==> src/rtl/vram_scan_arbiter.sv <==
// Single-port VRAM arbiter: interleaves CPU accesses with per-line display prefetch
// into a double-banked line buffer, driven by the raster scan counters.
module vram_scan_arbiter #(
    parameter int ADDR_WIDTH    = 16,
    parameter int DATA_WIDTH    = 16,
    parameter int FETCH_LEN     = 80,
    parameter int LINE_BASE     = 0,
    parameter int H_TRIGGER     = 784,
    parameter int V_FIRST_FETCH = 34,
    parameter int V_LAST_FETCH  = 513
) (
    input  logic                  clk,
    input  logic                  reset,
    input  logic [9:0]            h_pos,
    input  logic [9:0]            v_pos,
    input  logic                  cpu_req,
    input  logic                  cpu_wr,
    input  logic [ADDR_WIDTH-1:0] cpu_addr,
    input  logic [DATA_WIDTH-1:0] cpu_wdata,
    output logic                  cpu_ack,
    output logic [DATA_WIDTH-1:0] cpu_rdata,
    output logic [ADDR_WIDTH-1:0] vram_addr,
    output logic                  vram_we,
    output logic [DATA_WIDTH-1:0] vram_wdata,
    input  logic [DATA_WIDTH-1:0] vram_rdata,
    output logic                  lb_we,
    output logic [7:0]            lb_addr,
    output logic [DATA_WIDTH-1:0] lb_wdata,
    output logic                  display_bank,
    output logic                  fetch_overrun
);

    localparam int IDX_W = (FETCH_LEN > 128) ? $clog2(FETCH_LEN) : 7;

    localparam logic [0:0] S_IDLE  = 1'b0;
    localparam logic [0:0] S_FETCH = 1'b1;

    localparam logic [9:0]            H_TRIG   = 10'(H_TRIGGER);
    localparam logic [9:0]            V_FIRST  = 10'(V_FIRST_FETCH);
    localparam logic [9:0]            V_LAST   = 10'(V_LAST_FETCH);
    localparam logic [ADDR_WIDTH-1:0] BASE     = ADDR_WIDTH'(LINE_BASE);
    localparam logic [ADDR_WIDTH-1:0] LINE_INC = ADDR_WIDTH'(FETCH_LEN);
    localparam logic [IDX_W-1:0]      LAST_IDX = IDX_W'(FETCH_LEN - 1);

    logic [0:0]            state;
    logic [9:0]            h_prev;
    logic [ADDR_WIDTH-1:0] line_ptr;
    logic [IDX_W-1:0]      word_idx;
    logic                  last_cpu;
    logic                  busy;

    // Owner tags travelling alongside each VRAM access.
    logic                  s1_disp, s1_cpu, s1_wr, s1_bank;
    logic [6:0]            s1_idx;
    logic                  s2_cpu, s2_rd;

    logic trig, cpu_pend, grant_cpu, grant_disp;

    assign trig     = (h_pos == H_TRIG) && (h_prev != H_TRIG) &&
                      (v_pos >= V_FIRST) && (v_pos <= V_LAST);
    assign cpu_pend = cpu_req && !busy;

    // The trigger slot itself never issues display, so a coincident CPU request wins it.
    assign grant_cpu  = (trig || state == S_IDLE) ? cpu_pend : (cpu_pend && !last_cpu);
    assign grant_disp = !trig && (state == S_FETCH) && !grant_cpu;

    assign lb_wdata = lb_we ? vram_rdata : '0;

    // NOTE: non-blocking assignments so every register samples pre-edge values.
    always_ff @(posedge clk or posedge reset) begin
        if (reset) begin
            state         <= S_IDLE;
            h_prev        <= '0;
            line_ptr      <= BASE;
            word_idx      <= '0;
            last_cpu      <= 1'b0;
            busy          <= 1'b0;
            display_bank  <= 1'b0;
            fetch_overrun <= 1'b0;
            vram_addr     <= '0;
            vram_we       <= 1'b0;
            vram_wdata    <= '0;
        end else begin
            h_prev  <= h_pos;
            vram_we <= grant_cpu && cpu_wr;
            if (grant_cpu) begin
                vram_addr <= cpu_addr;
                if (cpu_wr) vram_wdata <= cpu_wdata;
            end else if (grant_disp) begin
                vram_addr <= line_ptr + ADDR_WIDTH'(word_idx);
            end

            if (trig) begin
                display_bank <= ~display_bank;
                line_ptr     <= (v_pos == V_FIRST) ? BASE : line_ptr + LINE_INC;
                word_idx     <= '0;
                state        <= S_FETCH;
                last_cpu     <= 1'b1;
                if (state == S_FETCH) fetch_overrun <= 1'b1;
            end else if (grant_disp) begin
                word_idx <= word_idx + 1'b1;
                last_cpu <= 1'b0;
                if (word_idx == LAST_IDX) state <= S_IDLE;
            end else if (grant_cpu) begin
                last_cpu <= 1'b1;
            end

            if (s2_cpu)         busy <= 1'b0;
            else if (grant_cpu) busy <= 1'b1;
        end
    end

    always_ff @(posedge clk or posedge reset) begin
        if (reset) begin
            s1_disp   <= 1'b0;
            s1_cpu    <= 1'b0;
            s1_wr     <= 1'b0;
            s1_bank   <= 1'b0;
            s1_idx    <= '0;
            s2_cpu    <= 1'b0;
            s2_rd     <= 1'b0;
            lb_we     <= 1'b0;
            lb_addr   <= '0;
            cpu_ack   <= 1'b0;
            cpu_rdata <= '0;
        end else begin
            s1_disp <= grant_disp;
            s1_cpu  <= grant_cpu;
            s1_wr   <= cpu_wr;
            s1_bank <= ~display_bank;
            s1_idx  <= word_idx[6:0];

            lb_we <= s1_disp;
            if (s1_disp) lb_addr <= {s1_bank, s1_idx};
            s2_cpu <= s1_cpu;
            s2_rd  <= s1_cpu && !s1_wr;

            cpu_ack <= s2_cpu;
            if (s2_rd) cpu_rdata <= vram_rdata;
        end
    end

endmodule
==> config.mk <==
export PLATFORM = sky130hd
export DESIGN_NAME = vram_scan_arbiter
export DESIGN_NICKNAME = d
export VERILOG_FILES = /design/src/rtl/vram_scan_arbiter.sv
export SDC_FILE = /design/constraint.sdc
export NUM_CORES = 1
export LEC_CHECK = 0
export ABC_AREA = 1
export BUFFER_PORTS_ARGS = -buffer_cell sky130_fd_sc_hd__buf_2
export CAP_MARGIN = 20
export CORE_MARGIN = 8
export CORE_UTILIZATION = 50
export DETAILED_ROUTE_END_ITERATION = 6
export PLACE_DENSITY = 0.78
export SETUP_SLACK_MARGIN = 0.1
export SYNTH_ARGS = -nofsm -noshare
export SYNTH_HDL_FRONTEND = slang
export SYNTH_SLANG_ARGS = --single-unit
==> constraint.sdc <==
create_clock -name clk -period 3.38 [get_ports clk]
set_input_delay 0.169 -clock clk [delete_from_list [all_inputs] [get_ports clk]]
set_output_delay 0.169 -clock clk [all_outputs]
set_load 0.03 [all_outputs]
* Word-level counts from Yosys, hierarchy flattened
Index checks and enable logic that the tools add are counted.
Word-level totals: register bits 110, logic and storage cells 70
Operators by class: muxes and demuxes 14, bitwise gates (word level) 2, $add $sub $neg 3, eq/ne operators 4, reductions and logical operators 23, $lt $le $gt $ge 2
Operator list (number):
- 16-bit two-way mux | 4
- 16-bit by 7-bit adder with 16-bit output | 1
- 16-bit by 7-bit adder with 16-bit output, second input constant | 1
- 7-bit two-way mux | 2
- 10-bit == test, second input constant | 1
- 10-bit by 6-bit == test with 1-bit output, second input constant | 1
- 10-bit by 6-bit greater-or-equal comparator with 1-bit output, second input constant | 1
- 10-bit <= comparator, second input constant | 1
- 10-bit inequality test, second input constant | 1
- 1-bit logical AND | 9
- 1-bit two-way mux | 8
- 2-bit nonzero test | 4
- 7-bit by 1-bit adder with 7-bit output, second input constant | 1
- 7-bit == test, second input constant | 1
- 2-bit AND reduction | 3
- 1-bit logical NOT | 5
- 3-bit nonzero test | 1
- 1-bit inverter | 2
- 1-bit logical OR | 1

* Depth between registers and ports, before layout
Gate-level depths: netlist of the first run.
word-level depth 10, gate-level depth with buffers 12

* Worst setup path before layout of the first run
Ideal clock, no wire load.
path type flip-flop to flip-flop, start point register word_idx[5], end point register vram_addr[11], cell stages (with the launch flop) 9, setup time 0.117 ns, clock period less this slack 1.740 ns, slack 1.640 ns, data arrival time 1.622 ns, required time 3.263 ns, cell sequence dfrtp_1 ha_1 a21oi_1 o21ai_0 nand2_1 xor2_1 nand2_1 nand3_1 nand2_1
On the way: word-level cells in the longest chain between the ends 3
RTL lines:
- start: declaration | RTL line 48 | logic [IDX_W-1:0] word_idx;
- start signal: assignment | RTL line 101 | word_idx <= word_idx + 1'b1;
- 16-bit by 7-bit adder with 16-bit output | RTL line 90 | vram_addr <= line_ptr + ADDR_WIDTH'(word_idx);
- 16-bit two-way mux | RTL line 89 | end else if (grant_disp) begin
- 16-bit two-way mux | RTL line 86 | if (grant_cpu) begin
- end signal: assignment | RTL line 87 | vram_addr <= cpu_addr;
- end signal: assignment | RTL line 90
- end: declaration | RTL line 22 | output logic [ADDR_WIDTH-1:0] vram_addr,
No other way between the ends. The select of a mux whose other input is x is not followed. A chain may end at the register's enable or synchronous reset.

* Final worst setup path of the first run
start point input port h_pos[1], end point register word_idx[5]
On the way: word-level cells in the longest chain between the ends 9, elaborated cells between the ends (all ways) 12
RTL lines:
- start: declaration | RTL line 14 | input logic [9:0] h_pos,
- 10-bit == test * | RTL line 59 | assign trig = (h_pos == H_TRIG) && (h_prev != H_TRIG) &&
- 1-bit logical AND * (2 in a row) | RTL line 59
- 1-bit logical AND * | RTL line 60 | (v_pos >= V_FIRST) && (v_pos <= V_LAST);
- 1-bit logical OR | RTL line 64 | assign grant_cpu = (trig || state == S_IDLE) ? cpu_pend : (cpu_pend && !last_cpu);
- 1-bit two-way mux | RTL line 64
- 1-bit logical NOT | RTL line 65 | assign grant_disp = !trig && (state == S_FETCH) && !grant_cpu;
- 1-bit logical AND | RTL line 65
- 2-bit nonzero test (no source line)
Every way passes the cells marked *; elsewhere a longest branch is shown, timed or not.

==> summary.md, run 1 <==
| Metric | Value |
|---|---|
| Met2 WL | 6.043 mm |
| Max cap viols | 0 |
| Status | complete, no violations |
| Crit Path Class | primary input to flop |
| Setup TNS | 0 ns |
| Post-CTS sizing | 0 |
| Yosys top cell by area | dfrtp_1 |
| Yosys top cell area share | 0.5415 |
| Die area | 13220 um^2 |
| Register area share after synthesis | 0.5415 |
| Asr flop ratio synth | 1.000 |
| Clk pin slew, worst setup/hold paths | 0.11 ns |
| Drt pass-1 iters | 5 |
| Clk buf depth | 2 |
| Clock root buffer | clkbuf_8 |
| CTS tree | yes |
| Synth warn | 0 |
| Placement Setup Slack | 1.187 ns |
| Post-Synthesis Cells | roughly 540 |
| Syn avg cell area | 9.139 um^2 |
| Commonest cells in the netlist | nand2_1 (135), dfrtp_1 (106), inv_1 (70) |
| P_leak | roughly 0.0036 uW |
| Remaining DRCs | 0 |
| Count leader, synth | nand2_1 |
| Fin. max-slew vios | 0 |
| Finished Layout Cells | between 800 and 900 |
| Arrival @ worst endpoint | 2.59 ns |
| Rows | 36 |
| Dpl cells | ~810 |
| Peak supply drop | 248.5 uV |
| Total Routing Usage GR | 0.1976 |
| Detailed Route Iter0 Violations | roughly 220 |
| CTS Hold Buffers Added | 19 |
| Hold WS | 0.005056 ns |
| Met3 routed WL | 1.140 mm |
| Area Overhead vs Synth | 25.72% |
| Minimum clock period | 2.293 ns |
| DR vias | 4221 |
| Wl on met1 | about 5.4 mm |
| Top cells by area, synth | dfrtp_1 (54%), nand2_1 (10%), nand3_1 (7.0%) |
| Global-route wire length before repair | 21.05 mm |
| DRT Wirelength | 12.76 mm |
| # IOs | ~150 |
| Primary FF master, synth | dfrtp_1 |
| Vias in the first global route | between 4000 and 5000 |
| Cts bufs inserted | 9 |
| Grt ovf | 0 |
| Initial core utilization | 0.5082 |
| I/O Buffers | 148 |
| PD cells | 414.9 nW/um^2 |
| DR top layer | met4 |
| Initial antenna violation count | 0 |
| Routed wire per std cell | 15.18 um |
| Proportion of layout cells with a drive suffix above 1 | 0.3079 |
| Vias per cell | 5.019 |
| Core area | 9639 um^2 |
| DP HPWL | 9.760 mm |
| Post-synth cell types | 39 |
| RSZ-0062 raised after global routing | no |
| Post-route setup slack | 1.087 ns |
| Final Hold Fails | 0 |
| Post-CTS Setup Repair Bufs | 0 |
| Chip height | 115.0 um |
| GP Congestion | 0.8666 |
| Register bit total from synthesis | 106 |
| Antenna-violating nets left | 0 |
| Worst clock skew | 0.01321 ns |
| Setup crit start kind | primary input |
| Post-synth net total | a little over 600 |
| Max Fclk | roughly 0.44 GHz |
| Slew @ Worst Pin | 0.6574 ns |
| Antenna diode count | 0 |
| Overall Power | roughly 2600 uW |
| Slew headroom | 0.5617 |
| Final setup fails | 0 |
| Final nets | 780 |
| Worst skew pair latency | 0.37 ns |
| Synth Cell Area | 4898 um^2 |
| Die W | between 100 and 150 um |
| Hold/Removal Path Class | primary input to flop |
| Critical Path RT | 3.68 ns |
| Number of synthesized flops with an enable pin | 0 |
| Worst Path Max Fanout | 18 |
| H-tree depth | 3 |
| Period utilization | 0.6783 |
| Largest net degree at the start of global routing | 56 |
| Sink Count | 106 |
| Critical Path End Type | flop |
## report_power, final
part | internal, uW | leakage, uW | switching, uW
Clock | 366 | 0.000112 | 479
Sequential | 1330 | 0.00140 | 53.0
Combinational | 119 | 0.00211 | 203
Total | 1820 | 0.00362 | 735
## final timing paths
| path | start | to | slack [ns] | depth (start not counted) |
|---|---|---|---|---|
| max in group asynchronous | reset | vram_wdata[0] | 2.10 | 4 |
| max | h_pos[1] | word_idx[5] | 1.09 | 11 |
| min in group asynchronous | reset | vram_wdata[9] | 0.45 | 3 |
| min | cpu_wdata[15] | vram_wdata[15] | 0.005 | 3 |
| min reg2reg | s1_cpu | s2_cpu | 0.38 | 0 |
| max reg2reg | busy | word_idx[5] | 1.15 | 7 |
## layer usage
layer / vias to the layer above / track usage
met1: 1997 / 0.2421
li1: 2038 / -
met3: 15 / 0.05410
met5: - / 0
met4: 0 / 0.05779
met2: 171 / 0.3336
## layout make-up
type,count,area (um^2)
Timing Repair Buffer,170,955.9
Clock inverter,7,93.84
Clock buffer,9,123.9
Fill cell,809,3481
Sequential cell,106,2653
Multi-Input combinational cell,342,1883
Tap cell,133,166.4
Inverter,74,282.8
## flip-flops by register name, indices dropped and copies added (netlist names)
register	flops
busy	1
cpu_ack	1
cpu_rdata	16
display_bank	1
fetch_overrun	1
h_prev	10
last_cpu	1
lb_addr	8
lb_we	1
line_ptr	12
s1_bank	1
s1_cpu	1
s1_disp	1
s1_idx	7
s1_wr	1
s2_cpu	1
s2_rd	1
state	1
vram_addr	16
vram_wdata	16
vram_we	1
word_idx	7
## logic make-up after synthesis
logic type,count (synthesis),share of synthesized area
flip-flops,106,0.5415
AND/OR/NAND/NOR,273,0.2611
buffers and inverters,88,0.07407
AO/OA/AOI/OAI,26,0.03040
XOR/XNOR,14,0.02503
adder cells (fa/ha/maj),5,0.01277
multiplexers,24,0.05517
## worst max-delay path, stage by stage
cell and delay, ns:
dlygate4sd3_1 0.53, buf_2 0.12, or2_1 0.25, nand3b_4 0.17, nor2_4 0.10, nand3_4 0.18
nand2_2 0.32, inv_1 0.27, nand2_1 0.28, nand3_1 0.12, nand2_1 0.07
## metrics by stage
| step | util | cell area [um^2] |
|---|---|---|
| finish | 0.6389 | 6158 |
| global route | 0.6389 | 6158 |
| CTS | 0.6379 | 6148 |
| detailed placement | 0.5955 | 5741 |
| global placement | 0.5955 | 5741 |
| floorplan | - | 4898 |
## cell usage in the layout (no fill, tap or decap), drive strengths merged, types with 2 or more instances in the layout
master       netlist  layout
ha                 5       5
buf                9     150
clkinv             1       3
or2                4       4
nand3b             4       4
nor3               8       8
nand2            146     146
nor2              29      29
clkbuf             5       9
nand4              7       7
nand3             72      72
o21ai              9       9
dlygate4sd3        0      20
mux2              24      24
a21oi             12      12
xnor2              2       2
xor2              12      12
o21bai             2       2
inv               73      77
dfrtp            106     106
(Power assumes the default switching activity.)
==> run 2, diff against run 1 <==
--- a/config.mk
+++ b/config.mk
@@ -9,9 +9,9 @@
 export BUFFER_PORTS_ARGS = -buffer_cell sky130_fd_sc_hd__buf_2
 export CAP_MARGIN = 20
 export CORE_MARGIN = 8
-export CORE_UTILIZATION = 50
+export CORE_UTILIZATION = 46
 export DETAILED_ROUTE_END_ITERATION = 6
-export PLACE_DENSITY = 0.78
+export PLACE_DENSITY = 0.76
 export SETUP_SLACK_MARGIN = 0.1
 export SYNTH_ARGS = -nofsm -noshare
 export SYNTH_HDL_FRONTEND = slang
==> constraint.sdc (replaced) <==
create_clock -name clk -period 1.98 [get_ports clk]
set_input_delay 0.099 -clock clk [delete_from_list [all_inputs] [get_ports clk]]
set_output_delay 0.099 -clock clk [all_outputs]
set_load 0.03 [all_outputs]
==> summary.md, run 2 (same netlist as run 1, synthesis figures left out) <==
| Metric | Value |
|---|---|
| Final instance area | 6595 um^2 |
| Chip height | between 100 and 150 um |
| Critical Path End Type | flop |
| DRT Wirelength | 13.75 mm |
| Setup crit start kind | primary input |
| Final setup fails | 0 |
| Commonest non-fill, non-tap cell in the layout | buf_2 |
| Hold/Removal Path Class | primary input to flop |
| Placement Setup Slack | 0.06154 ns |
| CTS tree | yes |
| Clock root buffer | clkbuf_8 |
| Net Sw Frac | 0.2837 |
| Final nets | 826 |
| Grt ovf | 0 |
| Combinational share of power | 0.147 |
| CP max stage delay | between 0.5 and 0.6 ns |
| # fillers | 787 |
| Overall Power | 4194 uW |
| Initial antenna violation count | 1 |
| Clk pin slew, worst setup/hold paths | 0.10 ns |
| Arrival @ worst endpoint | 2.03 ns |
| PD cells | 635.9 nW/um^2 |
| Peak supply drop | between 400 and 500 uV |
| Worst Reg-to-Reg Cells | 11 |
| Die W | 119.2 um |
| RSZ-0062 raised after global routing | yes |
| Period utilization | 0.9014 |
| Area of the multi-input gates | 1916 um^2 |
| CP most frequent cell | nand3_4 |
| Worst Path Max Fanout | 9 |
| Total Routing Usage GR | 0.1955 |
| DP HPWL | 9.874 mm |
| Antenna-violating nets left | 0 |
| Clock share of power | 0.289 |
| Detailed Route Iter0 Violations | roughly 300 |
| Critical Path RT | 2.23 ns |
| Minimum clock period | 1.785 ns |
| Sequential Power Share | 0.563 |
| Antenna diode count | 0 |
| Vias per cell | 4.964 |
| H-tree depth | 3 |
| Hold depth | 2 |
| Drt pass-1 iters | 4 |
| Largest net degree at the start of global routing | 54 |
| Vias in the first global route | 4611 |
| Max cap viols | 0 |
| Proportion of layout cells with a drive suffix above 1 | 0.3174 |
| Rows | 37 |
| Fin. max-slew vios | 0 |
| I/O Buffers | 148 |
| Setup TNS | 0 ns |
| Post-DP Area | 5841 um^2 |
| Post-route setup slack | around 0.2 ns |
| P_int | 3004 uW |
| Crit path cell chain | dlygate4sd3_1 -> buf_2 -> or2_1 -> nand3b_4 -> nor2_4 -> nand3_4 -> nand3_4 -> nand3_4 -> buf_4 -> nand2_1 -> nand2_1 |
| Crit-path slowest cell | dlygate4sd3_1 |
| Dpl cells | 819 |
| Worst skew pair latency | ~0.36 ns |
| # IOs | between 100 and 150 |
| Largest registers | cpu_rdata: 16 flops, vram_addr: 16 flops, vram_wdata: 16 flops |
| P_sw | ~1200 uW |
| Global-route wire length before repair | roughly 23 mm |
| Finished Layout Cells | a little under 900 |
| Clk buf depth | 2 |
| Storage cell area | 2653 um^2 |
| Area Overhead vs Synth | 34.64% |
| Routed wire per std cell | between 15 and 20 um |
| Max Fclk | approximately 0.56 GHz |
| Most frequent cells in the layout | buf_2 (148), nand2_1 (133), dfrtp_1 (106) |
| Worst clock skew | 0.01148 ns |
| DR vias | roughly 4400 |
| Sink Count | 106 |
| Slew @ Worst Pin | around 0.61 ns |
| GP Congestion | 0.8948 |
| Die area | 14210 um^2 |
| Crit Path Class | primary input to flop |
| Core area | 10320 um^2 |
| Remaining DRCs | 0 |
| Initial core utilization | 0.4745 |
| Final Hold Fails | 0 |
| P_leak | ~0.0038 uW |
| Status | complete, no violations |
| Slew headroom | 0.5918 |
| Cts bufs inserted | 9 |
[run 2: cell count changes in the layout (fill, tap and decap cells not counted), sizes merged]
cell / change
dlygate4sd3: +32
buf: +14
inv: -2
bufinv: -1
clkbuf: +1
clkinvlp: +1
[run 2: final cells by class]
cell class,instances,area share
Sequential cell,106,0.4022
Multi-Input combinational cell,342,0.2905
Timing Repair Buffer,216,0.2113
Inverter,74,0.04382
Tap cell,136,0.02580
Clock buffer,10,0.01935
Clock inverter,5,0.007020
[run 2: through the flow]
step                      utilization  hold slack, ns
final                          0.6388         0.01214
after floorplan                     -          0.1304
after global placement         0.5658          0.1505
after CTS                      0.6330        0.004977
after global routing           0.6388        0.002516
after detailed placement       0.5658          0.1521
[run 2: power groups by stage]
stage               Combinational [uW]  Sequential (uW)  Clock, uW
CTS                                611             2360       1260
global route                       672             2380       1340
global placement                   515             2400          0
detailed placement                 530             2400          0
finish                             617             2360       1210
floorplan                          190             2510          0
[run 2: timing repair]
| item | in CTS | in global routing |
|---|---|---|
| cloned | 0 | 0 |
| pin swaps | 0 | 1 |
| endpoints found under the setup margin | 3 | 41 |
| endpoints found under the hold margin | 71 | 0 |
| gates resized for setup | 1 | 11 |
| buffers inserted | 0 | 3 |
| hold buffers | 52 | 0 |
[run 2: final timing paths]
kind / end / slack, ns / startpoint
worst max-delay path: vram_wdata[12] / 0.20 / h_pos[1]
worst min-delay path: cpu_rdata[10] / 0.01 / vram_rdata[10]
worst max register to register: vram_addr[13] / 0.22 / line_ptr[5]
worst min register to register: s2_cpu / 0.39 / s1_cpu
max in group asynchronous: s1_idx[6] / 1.03 / reset
min in group asynchronous: cpu_rdata[10] / 0.31 / reset
[run 2: worst max-delay path: cells and delay by family]
family | cells | cell delay [ns]
buffers and inverters | 3 | 0.86
and+or+nand+nor | 8 | 1.04
[run 2: layer usage]
| layer | routed length [um] | GRT usage |
|---|---|---|
| met5 | 13 | 0 |
| met2 | 6746 | 0.3449 |
| met3 | 1223 | 0.06046 |
| met1 | 5613 | 0.2281 |
| met4 | 148 | 0.04269 |
==> run 3, diff against run 2 <==
--- a/config.mk
+++ b/config.mk
@@ -11,7 +11,7 @@
 export CORE_MARGIN = 8
 export CORE_UTILIZATION = 46
 export DETAILED_ROUTE_END_ITERATION = 6
-export PLACE_DENSITY = 0.76
+export PLACE_DENSITY = 0.77
 export SETUP_SLACK_MARGIN = 0.1
 export SYNTH_ARGS = -nofsm -noshare
 export SYNTH_HDL_FRONTEND = slang
==> summary.md, run 3 (same netlist as run 1, synthesis figures left out) <==
| Metric | Value |
|---|---|
| Sink Count | 106 |
| P_int | 2999 uW |
| Chip height | 119.2 um |
| Final nets | about 830 |
| Overall Power | 4193 uW |
| Hold/Removal Path Class | primary input to flop |
| Period utilization | 0.8952 |
| Drt pass-1 iters | 5 |
| Setup crit start kind | primary input |
| P_leak | 0.003806 uW |
| Clk buf depth | 2 |
| Crit path launch | h_pos[1] |
| Arrival @ worst endpoint | 2.02 ns |
| Cts bufs inserted | 9 |
| Initial antenna violation count | 0 |
| Slew @ Worst Pin | 0.7579 ns |
| Final core utilization | 0.6415 |
| Finished Layout Cells | approximately 890 |
| Sequential Power Share | 0.563 |
| Remaining DRCs | 0 |
| H-tree depth | 3 |
| PD cells | ~630 nW/um^2 |
| Minimum clock period | approximately 1.8 ns |
| Max cap viols | 0 |
| Area of the multi-input gates | between 1500 and 2000 um^2 |
| Peak supply drop | 355.8 uV |
| Setup TNS | 0 ns |
| Clock root buffer | clkbuf_8 |
| Die W | 119.2 um |
| CTS tree | yes |
| GP Congestion | 0.9075 |
| Proportion of layout cells with a drive suffix above 1 | 0.3178 |
| Vias per cell | 5.028 |
| Initial core utilization | 0.4745 |
| Slew headroom | 0.4937 |
| # IOs | ~150 |
| Die area | around 14000 um^2 |
| Final instance area | 6623 um^2 |
| Most frequent cells in the layout | buf_2 (148), nand2_1 (133), dfrtp_1 (106) |
| Commonest non-fill, non-tap cell in the layout | buf_2 |
| Critical Path RT | 2.23 ns |
| Largest net degree at the start of global routing | 43 |
| DP HPWL | around 10 mm |
| RSZ-0062 raised after global routing | no |
| DR vias | 4465 |
| # fillers | 799 |
| Clk pin slew, worst setup/hold paths | approximately 0.10 ns |
| Clock share of power | 0.291 |
| DRT Wirelength | 14.28 mm |
| Core area | 10320 um^2 |
| Critical Path End Type | flop |
| P_sw | 1194 uW |
| Antenna-violating nets left | 0 |
| Area Overhead vs Synth | 35.20% |
| Rows | 37 |
| Final setup fails | 0 |
| Dpl cells | 816 |
| Antenna diode count | 0 |
| Worst clock skew | 0.01129 ns |
| Net Sw Frac | 0.2848 |
| Fin. max-slew vios | 0 |
| Total Routing Usage GR | 0.2010 |
| Reg2reg start | line_ptr[5] |
| Detailed Route Iter0 Violations | 339 |
| Worst Path Max Fanout | 11 |
| Status | complete, no violations |
| Max Fclk | 0.5642 GHz |
| Post-DP Area | ~6000 um^2 |
| Worst skew pair latency | 0.37 ns |
| Combinational share of power | 0.146 |
| I/O Buffers | 148 |
| Final Hold Fails | 0 |
| Largest registers | cpu_rdata: 16 flops, vram_addr: 16 flops, vram_wdata: 16 flops |
| Storage cell area | 2653 um^2 |
| Global-route wire length before repair | 23.56 mm |
| Crit Path Class | primary input to flop |
| Worst hold start | cpu_addr[8] |
| Routed wire per std cell | between 15 and 20 um |
| Vias in the first global route | roughly 4700 |
| Grt ovf | 0 |
-- run 3: layer usage --
| layer | global-route usage | up-vias | routed length [um] |
|---|---|---|---|
| li1 | - | 2134 | - |
| met1 | 0.2333 | 2120 | 5683 |
| met2 | 0.3446 | 194 | 6975 |
| met3 | 0.07038 | 17 | 1423 |
| met4 | 0.05613 | 0 | 193 |
| met5 | 0 | - | 0 |
-- run 3: power groups by stage --
| stage | logic (uW) | registers [uW] | clock network, uW |
|---|---|---|---|
| global route | 674 | 2380 | 1340 |
| finish | 613 | 2360 | 1220 |
| CTS | 608 | 2360 | 1260 |
| floorplan | 190 | 2510 | 0 |
| detailed placement | 528 | 2400 | 0 |
| global placement | 515 | 2390 | 0 |
-- run 3: final cells by class --
| type | count | share of cell area |
|---|---|---|
| Timing Repair Buffer | 215 | 0.2131 |
| Clock inverter | 6 | 0.007746 |
| Tap cell | 136 | 0.02569 |
| Multi-Input combinational cell | 342 | 0.2906 |
| Inverter | 74 | 0.04364 |
| Clock buffer | 9 | 0.01870 |
| Sequential cell | 106 | 0.4005 |
-- run 3: per-stage QoR --
stage | worst slack [ns] | hold slack (ns)
finish | 0.2075 | 0.009651
global placement | 0.09313 | 0.2184
detailed placement | 0.04554 | 0.2201
floorplan | 0.2404 | 0.1304
global route | 0.09570 | 0.01623
CTS | 0.1090 | 0.001701
-- run 3: repair_timing --
| action | CTS | global route |
|---|---|---|
| pin swaps | 0 | 1 |
| buffers inserted | 0 | 5 |
| hold buffers | 51 | 1 |
| endpoints found under the hold margin | 83 | 1 |
| resized for setup | 1 | 12 |
| setup endpoints to repair | 4 | 43 |
-- run 3: worst max-delay path, stage by stage --
cell and delay [ns]:
dlygate4sd3_1 0.54, buf_2 0.13, or2_1 0.25, nand3b_4 0.17, nor2_4 0.10, nand3_4 0.09, nand2_2 0.16, inv_1 0.08
buf_4 0.19, nand3_1 0.12, nand3_1 0.08
-- run 3: worst paths after layout --
path / endpoint / cells after the start / slack, ns
setup reg to reg: vram_addr[13] / 11 / 0.23
setup / recovery: vram_addr[6] / 11 / 0.21
hold / removal: vram_addr[8] / 3 / 0.01
min in group asynchronous: cpu_rdata[1] / 3 / 0.40
hold reg to reg: s2_cpu / 0 / 0.39
max in group asynchronous: vram_addr[3] / 4 / 0.92
